`src/rtl/tt_stim_sequencer.sv`:
```
// Stimulus/check sequencer for a two-input combinational cell: walks {A,B} through 00..11,
// samples Q at the end of each dwell and tallies mismatches. Optional TT_STIM_FAIL_CAPTURE_EN.
module tt_stim_sequencer #(
    parameter int unsigned DWELL  = 10,
    parameter logic [3:0]  EXP_TT = 4'b1000
) (
    input  logic       clk,
    input  logic       rst,
    input  logic       start,
    output logic       A_out,
    output logic       B_out,
    input  logic       Q_in,
    output logic       busy,
    output logic       done,
    output logic       pass,
    output logic [2:0] err_count,
`ifdef TT_STIM_FAIL_CAPTURE_EN
    output logic       fail_valid,
    output logic [1:0] fail_vec,
    output logic       fail_q,
`endif
    output logic [1:0] vec_idx
);

    typedef enum logic [1:0] {S_IDLE, S_RUN, S_DONE} state_t;

    localparam logic [7:0] CNT_LAST = 8'(DWELL - 1);

    state_t     state_q, state_d;
    logic [7:0] cnt_q, cnt_d;
    logic [1:0] vec_q, vec_d;
    logic [2:0] err_q, err_d;
    logic       busy_q, busy_d;
    logic       done_q, done_d;
    logic       pass_q, pass_d;
    logic       fval_q, fval_d;
    logic [1:0] fvec_q, fvec_d;
    logic       fq_q, fq_d;
    logic       mismatch;

    always_comb begin
        state_d  = state_q;
        cnt_d    = cnt_q;
        vec_d    = vec_q;
        err_d    = err_q;
        busy_d   = busy_q;
        done_d   = done_q;
        pass_d   = pass_q;
        fval_d   = fval_q;
        fvec_d   = fvec_q;
        fq_d     = fq_q;
        mismatch = (Q_in != EXP_TT[vec_q]);
        case (state_q)
            S_IDLE, S_DONE: begin
                if (start) begin
                    state_d = S_RUN;
                    busy_d  = 1'b1;
                    done_d  = 1'b0;
                    pass_d  = 1'b0;
                    vec_d   = 2'd0;
                    cnt_d   = 8'd0;
                    err_d   = 3'd0;
                    fval_d  = 1'b0;
                    fvec_d  = 2'd0;
                    fq_d    = 1'b0;
                end
            end
            S_RUN: begin
                if (cnt_q == CNT_LAST) begin
                    cnt_d = 8'd0;
                    err_d = err_q + {2'b00, mismatch};
                    // Only the first mismatch of a run is captured; later ones leave it frozen.
                    if (mismatch && !fval_q) begin
                        fval_d = 1'b1;
                        fvec_d = vec_q;
                        fq_d   = Q_in;
                    end
                    if (vec_q == 2'd3) begin
                        state_d = S_DONE;
                        busy_d  = 1'b0;
                        done_d  = 1'b1;
                        pass_d  = (err_d == 3'd0);
                        vec_d   = 2'd0;
                    end else begin
                        vec_d = vec_q + 2'd1;
                    end
                end else begin
                    cnt_d = cnt_q + 8'd1;
                end
            end
            default: state_d = S_IDLE;
        endcase
    end

    always_ff @(posedge clk) begin
        if (rst) begin
            state_q <= S_IDLE;
            cnt_q   <= 8'd0;
            vec_q   <= 2'd0;
            err_q   <= 3'd0;
            busy_q  <= 1'b0;
            done_q  <= 1'b0;
            pass_q  <= 1'b0;
            fval_q  <= 1'b0;
            fvec_q  <= 2'd0;
            fq_q    <= 1'b0;
        end else begin
            state_q <= state_d;
            cnt_q   <= cnt_d;
            vec_q   <= vec_d;
            err_q   <= err_d;
            busy_q  <= busy_d;
            done_q  <= done_d;
            pass_q  <= pass_d;
            fval_q  <= fval_d;
            fvec_q  <= fvec_d;
            fq_q    <= fq_d;
        end
    end

    // vec_q returns to 0 outside RUN, so the cell inputs idle at 00.
    assign A_out     = vec_q[1];
    assign B_out     = vec_q[0];
    assign vec_idx   = vec_q;
    assign busy      = busy_q;
    assign done      = done_q;
    assign pass      = pass_q;
    assign err_count = err_q;
`ifdef TT_STIM_FAIL_CAPTURE_EN
    assign fail_valid = fval_q;
    assign fail_vec   = fvec_q;
    assign fail_q     = fq_q;
`else
    logic unused_capture;
    assign unused_capture = ^{fval_q, fvec_q, fq_q};
`endif

endmodule
```
`config.mk`:
```
export PLATFORM = sky130hd
export DESIGN_NAME = tt_stim_sequencer
export DESIGN_NICKNAME = d
export VERILOG_FILES = /design/src/rtl/tt_stim_sequencer.sv
export SDC_FILE = /design/constraint.sdc
export NUM_CORES = 1
export LEC_CHECK = 0
export ABC_AREA = 1
export BUFFER_PORTS_ARGS = -buffer_cell sky130_fd_sc_hd__buf_4
export CORE_MARGIN = 10
export CORE_UTILIZATION = 49
export CTS_CLUSTER_SIZE = 14
export DETAILED_ROUTE_END_ITERATION = 6
export PLACE_DENSITY_LB_ADDON = 0.1
export SKIP_LAST_GASP = 1
export SLEW_MARGIN = 25
export SYNTH_ARGS = -nofsm -noshare
export SYNTH_HDL_FRONTEND = slang
export SYNTH_SLANG_ARGS = --single-unit
```
`constraint.sdc`:
```
create_clock -name clk -period 2.1 [get_ports clk]
set_input_delay 0.21 -clock clk [delete_from_list [all_inputs] [get_ports clk]]
set_output_delay 0.21 -clock clk [all_outputs]
set_load 0.02 [all_outputs]
```
==> results of run 1 <==
==> power groups by stage <==
| stage | logic (uW) | registers (uW) | clock network [uW] |
|---|---|---|---|
| 3_5_place_dp | 95.3 | 364 | 0 |
| 6_report | 94.3 | 356 | 215 |
| 3_3_place_gp | 95.2 | 364 | 0 |
| 5_1_grt | 106 | 358 | 231 |
| 2_1_floorplan | 67.2 | 367 | 0 |
| 4_1_cts | 95.8 | 356 | 223 |
==> worst max path at each step <==
stage          cells after the start                 to               startpoint
3_5_place_dp                       7  pass$_SDFFE_PP0P_  vec_idx[0]$_SDFFE_PP0P_
4_1_cts                            7  pass$_SDFFE_PP0P_  vec_idx[0]$_SDFFE_PP0P_
5_1_grt                            7  pass$_SDFFE_PP0P_  vec_idx[0]$_SDFFE_PP0P_
3_3_place_gp                       7  pass$_SDFFE_PP0P_  vec_idx[1]$_SDFFE_PP0P_
2_1_floorplan                      7  pass$_SDFFE_PP0P_  vec_idx[0]$_SDFFE_PP0P_
6_report                           7  pass$_SDFFE_PP0P_  vec_idx[0]$_SDFFE_PP0P_
==> through the flow <==
step | hold slack, ps | instance area [um2] | worst slack [ps] | power [uW] | instances
after floorplan | 443.6 | 964.7 | 477.0 | 434.0 | 133
after global placement | 430.8 | 1075 | 525.0 | 458.8 | 168
after detailed placement | 435.2 | 1075 | 468.7 | 459.4 | 168
after CTS | 166.4 | 1111 | 414.2 | 674.9 | 172
after global routing | 183.4 | 1111 | 321.3 | 694.0 | 172
final | 172.4 | 1111 | 433.9 | 665.4 | 172
==> routing by layer <==
| metal | GRT usage | part of all wire | vias up |
|---|---|---|---|
| li1 | - | - | 457 |
| met1 | 0.1174 | 0.49 | 368 |
| met2 | 0.1478 | 0.43 | 12 |
| met3 | 0.03659 | 0.052 | 4 |
| met4 | 0.04813 | 0.022 | 0 |
| met5 | 0 | 0 | - |
==> cell usage after synthesis <==
cell      instances  area share
or2_2             1      0.0065
o21ai_1           1      0.0052
nand3_1          13       0.067
o21ai_4           1       0.017
nand2_1          34        0.13
o211ai_1          1      0.0078
dfxtp_1          18        0.37
o31ai_1           1      0.0078
nor3_1            3       0.016
nand2_2           2       0.013
buf_4             2       0.016
o22ai_1           1      0.0065
nor2_4            1       0.012
inv_1            18       0.070
xor2_1            1      0.0091
o21ai_0           1      0.0052
xnor2_1           1      0.0091
or2_0             1      0.0065
clkbuf_1          1      0.0039
ha_1              5       0.065
nor2_1           11       0.043
a21oi_1           8       0.042
nand3_2           1       0.010
nand2_4           3       0.035
nand4_1           2       0.013
or2_4             1      0.0091
==> logic make-up (layout without fill, tap and decap cells) <==
family	after synthesis	after routing	share of synthesized area
AOI/OAI and AO/OA	14	14	0.09080
xor gates and xnor gates	2	2	0.01816
adders and majority gates	5	5	0.06485
buffers and inverters	21	35	0.08948
DFF	18	18	0.3735
and+or+nand+nor	73	73	0.3632
==> critical path, stage by stage, from the launching register on <==
cell and delay (ps):
dfxtp_1 370, ha_1 230, xor2_1 170, ha_1 180, ha_1 280, nor3_1 220, nand3_1 100, nand2_1 70
==> final cells by class <==
cell class	count	area [um2]	area share
Clock buffer	4	36.28	0.03266
Inverter	18	67.56	0.06081
Multi-Input combinational cell	94	518.0	0.4662
Sequential cell	18	360.3	0.3243
Tap cell	25	31.28	0.02815
Timing Repair Buffer	13	97.59	0.08784
==> registers in the layout, summed over array words and instances (netlist names) <==
signal / cells
cnt_q: 8
err_count: 3
state_q: 2
vec_idx: 2
busy: 1
done: 1
pass: 1
==> impl_metrics.tcl, run 1 <==
set metrics [dict create \
    status "finished, final reports clean" \
    layout_commonest_cell "nand2_1" \
    synth_cell_types 26 \
    cts_tree "yes" \
    start_util 0.5354 \
    sw_frac_of_total 0.2666 \
    cts_hold_buf 0 \
    cts_made_buffers 3 \
    pin_count 14 \
    port_buffers 13 \
    worstSetupPathType "flop to flop" \
    grt_max_degree 12 \
    min_from "rst" \
    internal_power_uw 488.0 \
    setup_viol 0 \
    grt_pass1_wl_um 3291 \
    antenna_found_initial 0 \
    ys_seq_elements 18 \
    design.core.area_um2 1802 \
    drt_wl_total_um 1871 \
    p_switching_uw 177.4 \
    reg2reg_depth 7 \
    seqPwrFrac 0.535 \
    max_slew_margin 0.8117 \
    finish.net_count 157 \
    drv_cap 0 \
    htree_levels 1 \
    hold_path_end "cnt_q[1]$_SDFFE_PP0P_" \
    r2r_start "vec_idx[0]$_SDFFE_PP0P_" \
    cellLeakagePower_uw 0.0005201 \
    hold_violations 0 \
    grt_setup_unrepaired "false" \
    fill_cells 168 \
    cp.arrival_ps 1910 \
    pwr-share-comb 0.142 \
    wl_per_cell_um 10.88 \
    drt_iter0_drc 16 \
    post-route-min-period_ps 1666 \
    ys_seq_area_frac 0.3735 \
    power_frac_clock 0.323 \
    clock-sinks 18 \
    cts_resized 0 \
    syn_area_um2 964.7 \
    grt_pass1_vias 778 \
    grt_usage 0.09741 \
    hpwlAfterDp_um 1498 \
    drc 0 \
    dieArea_um2 4144 \
    r2r_slack_ps 430 \
    final_cell_mix "34 x nand2_1, 18 x inv_1, 18 x dfxtp_1, 13 x nand3_1, 13 x buf_4" \
    hp-class "input port to flop" \
    skew_ps 1.724 \
    utilization 0.6167 \
    peakVddDrop_v 0.0004292 \
    synthCells 133 \
    cts_root_buffer "clkbuf_4" \
    ant_nets 0 \
    cp-start-kind "flop" \
    vias 841 \
    clock_latency_ps 290 \
    cp_max_fo 5 \
    power_density_nw_per_um2 598.9 \
    drv_slew 0 \
    fp.dieH_um 64.37 \
    dr.pass1.iters 4 \
    antenna_cells 0 \
    gp_congestion 0.8139 \
    fmax_ghz 0.6002 \
    r2r_end "pass$_SDFFE_PP0P_" \
    worst_slew_pin_slew_ps 282.1 \
    post_cts_buffers 0 \
    cts_buffer_depth 2 \
    overflow 0 \
    fin_crit_sh 0.7934 \
    yosysWarnings 0 \
    syn_avg_cell_area_um2 7.253 \
    via_per_inst 4.890 \
    end_kind "flop" \
    area_delta_synth_final_pct 15.18 \
    dieWidth_um 64.37 \
    worstHoldPathCells 2 \
    required_ps 2350 \
    rows 15 \
    synth_nets 142 \
    clkTransAtPathRegs_ps 100 \
    drive_gt1_frac 0.1837 \
    fin_tns_setup_ps 0 \
]
Power figures use the tool's default switching activity.
==> run 2, diff against run 1 <==
==> constraint.sdc (replaced) <==
create_clock -name clk -period 1.38 [get_ports clk]
set_input_delay 0.138 -clock clk [delete_from_list [all_inputs] [get_ports clk]]
set_output_delay 0.138 -clock clk [all_outputs]
set_load 0.02 [all_outputs]
==> run 2 against run 1 <==
Effect of this change: the run now ends with setup timing left; clock skew increased by 15 ps; non-clock buffer count grew 5; critical path depth decreased by 1; sequential power is 52% higher; routed wire length increased by 13%; fmax is 15% higher; register-to-register slack got worse by 500 ps.
==> impl_metrics.tcl, run 2 (synthesis gave the netlist of run 1 again) <==
set metrics [dict create \
    hpwlAfterDp_um 1608 \
    rows 15 \
    hp-class "input port to flop" \
    cts_tree "yes" \
    start_util 0.5354 \
    drv_cap 0 \
    drive_gt1_frac 0.3421 \
    required_ps 1610 \
    hold_path_end "cnt_q[6]$_SDFFE_PP0P_" \
    min_from "rst" \
    gp_congestion 0.8425 \
    pin_count 14 \
    r2r_end "err_count[2]$_SDFFE_PP0P_" \
    internal_power_uw 759.5 \
    antenna_found_initial 0 \
    cts_root_buffer "clkbuf_4" \
    grt_use_met2 0.1786 \
    overflow 0 \
    port_buffers 13 \
    grt_max_degree 12 \
    worstHoldPathCells 2 \
    cts_made_buffers 3 \
    cellLeakagePower_uw 0.0005506 \
    peakVddDrop_v 0.0007619 \
    antenna_cells 0 \
    clock_latency_ps 300 \
    r2r_slack_ps -70 \
    status "finished, violations left" \
    hold_violations 0 \
    worstSetupPathType "flop to flop" \
    r2r_start "vec_idx[1]$_SDFFE_PP0P_" \
    largest_reg_flops 8 \
    clkTransAtPathRegs_ps 110 \
    dieWidth_um 64.37 \
    drt_wl_total_um 2114 \
    dieArea_um2 4144 \
    dp_slack_ps -33.03 \
    fill_cells 153 \
    grt_util_met1 0.1165 \
    power_density_nw_per_um2 823.5 \
    area_delta_synth_final_pct 31.91 \
    htree_levels 1 \
    end_kind "flop" \
    post-route-min-period_ps 1446 \
    design.core.area_um2 1802 \
    ant_nets 0 \
    regMostFlops "cnt_q" \
    grt_pass1_vias 829 \
    violations "setup timing" \
    power_frac_clock 0.313 \
    final_cell_mix "32 x nand2_1, 18 x buf_4, 16 x inv_1, 14 x dfxtp_1, 13 x nand3_1" \
    fmax_ghz 0.6918 \
    p_switching_uw 288.4 \
    grt_use_met3 0.04530 \
    finish.net_count 162 \
    max_slew_margin 0.8276 \
    fin_ws_ps -65.52 \
    cp-start-kind "flop" \
    wl_per_cell_um 11.94 \
    grt_usage 0.1045 \
    fp.dieH_um 64.37 \
    skew_ps 17.18 \
    seqPwrFrac 0.517 \
    via_per_inst 5.102 \
    fin_crit_sh 1.047 \
    cts_buffer_depth 2 \
    grt_setup_unrepaired "true" \
    clock-sinks 18 \
    vias 903 \
    gr-max-usage-layer "met2" \
    drc 0 \
    cts_hold_buf 0 \
    drt_iter0_drc 14 \
    pwr-share-comb 0.170 \
    dr.pass1.iters 4 \
    sw_frac_of_total 0.2752 \
    cp.arrival_ps 1680 \
    grt_pass1_wl_um 3560 \
    setup_viol 2 \
    cp_max_fo 2 \
    layout_commonest_cell "nand2_1" \
    reg2reg_depth 6 \
    drv_slew 0 \
    worst_slew_pin_slew_ps 258.4 \
    utilization 0.7063 \
]
-- run 2: layout make-up --
class / count / area [um2] / share of cell area
multi-input cells: 94 / 628.1 / 0.4936
flip-flops and latches: 18 / 370.4 / 0.2911
repair buffers: 18 / 135.1 / 0.1062
inverters: 18 / 71.32 / 0.05605
clock buffers: 4 / 36.28 / 0.02852
well taps: 25 / 31.28 / 0.02458
-- run 2: worst max-delay path by stage --
| stage | startpoint | endpoint | slack (ps) | cells after the start |
|---|---|---|---|---|
| final | vec_idx[1]$_SDFFE_PP0P_ | err_count[2]$_SDFFE_PP0P_ | -70 | 6 |
| after global placement | vec_idx[0]$_SDFFE_PP0P_ | pass$_SDFFE_PP0P_ | 8 | 7 |
| after global routing | vec_idx[1]$_SDFFE_PP0P_ | err_count[2]$_SDFFE_PP0P_ | -130 | 6 |
| after CTS | vec_idx[0]$_SDFFE_PP0P_ | pass$_SDFFE_PP0P_ | -40 | 7 |
| after detailed placement | vec_idx[0]$_SDFFE_PP0P_ | pass$_SDFFE_PP0P_ | -30 | 7 |
| after floorplan | vec_idx[0]$_SDFFE_PP0P_ | pass$_SDFFE_PP0P_ | -30 | 7 |
-- run 2: what timing repair did --
action | CTS | global route
buffers inserted | 0 | 0
resized for setup | 0 | 19
pin swaps | 0 | 11
endpoints found under the setup margin | 2 | 11
-- run 2: per-stage QoR --
| step | instances | power, uW | cell area [um2] | setup TNS (ps) | hold slack (ps) |
|---|---|---|---|---|---|
| final | 177 | 1048 | 1272 | -93.61 | 101.3 |
| after global routing | 177 | 1094 | 1272 | -268.0 | 113.7 |
| after CTS | 177 | 1034 | 1189 | -66.42 | 92.53 |
| after detailed placement | 173 | 711.2 | 1152 | -49.27 | 422.2 |
| after global placement | 173 | 708.8 | 1152 | 0 | 421.3 |
| after floorplan | 133 | 661.3 | 1005 | -25.29 | 382.9 |
-- run 2: per-layer routing --
metal	vias up	routed length [um]
met2	14	1035
met4	0	21
met3	4	89
met5	-	0
li1	463	-
met1	422	968
-- run 2: worst max-delay path, cell delays in order (launching register included) --
cell	delay, ps
dfxtp_4	360
ha_4	160
xor2_2	140
ha_2	200
ha_4	180
xnor2_4	120
o31ai_2	230
-- run 2: power groups by stage --
| stage | clock [uW] | combinational (uW) | sequential, uW |
|---|---|---|---|
| floorplan | 0 | 104 | 557 |
| global placement | 0 | 158 | 551 |
| detailed placement | 0 | 160 | 551 |
| CTS | 334 | 161 | 540 |
| global route | 352 | 198 | 544 |
| finish | 328 | 178 | 542 |
==> run 3, diff against run 2 <==
==> constraint.sdc (replaced) <==
create_clock -name clk -period 1.5 [get_ports clk]
set_input_delay 0.15 -clock clk [delete_from_list [all_inputs] [get_ports clk]]
set_output_delay 0.15 -clock clk [all_outputs]
set_load 0.02 [all_outputs]
==> run 3 against run 2 <==
Effect of this change: the flow still finishes with violations (setup timing); clock power fell by 23%; critical path depth is the same; highest routed layer unchanged; fmax down 4.9%; non-clock buffer count down 1; utilization is 4.0 points lower; final area decreased by 5.6%; power is 14% lower; cell count fell by 0.56%; register-to-register slack better by 50 ps.
==> impl_metrics.tcl, run 3 (synthesis gave the netlist of run 1 again) <==
set metrics [dict create \
    overflow 0 \
    via_per_inst 4.920 \
    hpwlAfterDp_um 1629 \
    drv_cap 0 \
    status "finished, violations left" \
    drc 0 \
    grt_usage 0.1055 \
    max_slew_margin 0.7998 \
    dieArea_um2 4144 \
    pin_count 14 \
    cts_hold_buf 0 \
    design.core.area_um2 1802 \
    antenna_found_initial 0 \
    grt_setup_unrepaired "true" \
    skew_ps 4.965 \
    largest_reg_flops 8 \
    regMostFlops "cnt_q" \
    fmax_ghz 0.6578 \
    area_delta_synth_final_pct 24.51 \
    utilization 0.6667 \
    multi_input_area_um2 580.6 \
    dr.pass1.iters 4 \
    port_buffers 13 \
    cts_buffer_depth 2 \
    peakVddDrop_v 0.0005996 \
    hp-class "input port to flop" \
    worst_slew_pin_slew_ps 300.0 \
    clock_latency_ps 290 \
    grt_pass1_wl_um 3594 \
    fill_cells 160 \
    required_ps 1710 \
    violations "setup timing" \
    cts_root_buffer "clkbuf_4" \
    hold_violations 0 \
    cts_made_buffers 3 \
    seqCellArea_um2 367.9 \
    final_cell_mix "34 x nand2_1, 18 x inv_1, 17 x buf_4, 16 x dfxtp_1, 13 x nand3_1" \
    gp_congestion 0.8299 \
    cellLeakagePower_uw 0.0005334 \
    rows 15 \
    htree_levels 1 \
    drive_gt1_frac 0.2517 \
    end_kind "flop" \
    setup_viol 1 \
    worstSetupPathType "flop to flop" \
    power_density_nw_per_um2 746.5 \
    fin_ws_ps -20.26 \
    cp-start-kind "flop" \
    clkTransAtPathRegs_ps 100 \
    cp_max_fo 2 \
    dp_slack_ps -31.69 \
    fp.dieH_um 64.37 \
    vias 866 \
    cts_tree "yes" \
    post-route-min-period_ps 1520 \
    wl_per_cell_um 12.07 \
    finish.net_count 161 \
    start_util 0.5354 \
    fin_crit_sh 1.014 \
    cp.arrival_ps 1730 \
    dieWidth_um 64.37 \
    drt_iter0_drc 17 \
    antenna_cells 0 \
    clock-sinks 18 \
    drt_wl_total_um 2125 \
    grt_pass1_vias 798 \
    ant_nets 0 \
    fin_tns_setup_ps -20.26 \
    layout_commonest_cell "nand2_1" \
    grt_max_degree 12 \
    drv_slew 0 \
]
## run 3: per-layer routing
metal  track usage  part of all wire
met4       0.03209            0.0080
met1        0.1371              0.48
met3       0.03484             0.049
met2        0.1601              0.46
met5             0                 0
## run 3: worst max-delay path, stage by stage, from the launching register on
cell and delay [ps]:
dfxtp_4 370, ha_4 160, xor2_1 140, ha_2 200
ha_4 170, xnor2_4 140, o31ai_2 250
## run 3: area by class of cell
class                   count  area share
multi-input cells          94      0.4833
repair buffers             17      0.1062
well taps                  25     0.02604
inverters                  18     0.05625
flip-flops and latches     18      0.3063
clock buffers               4     0.02188
## run 3: final timing paths
check                     startpoint                   endpoint  slack, ps  cells after the start
max          vec_idx[0]$_SDFFE_PP0P_  err_count[2]$_SDFFE_PP0P_        -20                      6
min                              rst    vec_idx[0]$_SDFFE_PP0P_        140                      2
max reg2reg  vec_idx[0]$_SDFFE_PP0P_  err_count[2]$_SDFFE_PP0P_        -20                      6
min reg2reg        pass$_SDFFE_PP0P_          pass$_SDFFE_PP0P_        460                      2
## run 3: repair_timing
action / 4_1_cts / 5_1_grt
setup endpoints to repair: 2 / 2
setup buffers: 1 / 0
pin swaps: 1 / 6
gates resized for setup: 2 / 5
## run 3: report_power, final
part           leakage (uW)  internal (uW)  switching (uW)
registers          0.000147            487            9.49
logic              0.000371           54.2            93.5
clock network     0.0000150            103             149
## run 3: per-stage QoR
stage / instance area (um2) / total power, uW / std cells / hold slack, ps
6_report: 1201 / 896.7 / 176 / 135.3
5_1_grt: 1201 / 940.3 / 176 / 148.3
4_1_cts: 1169 / 905.1 / 176 / 110.7
3_5_place_dp: 1117 / 651.5 / 171 / 429.2
3_3_place_gp: 1117 / 647.4 / 171 / 418.5
2_1_floorplan: 984.7 / 606.9 / 133 / 394.9
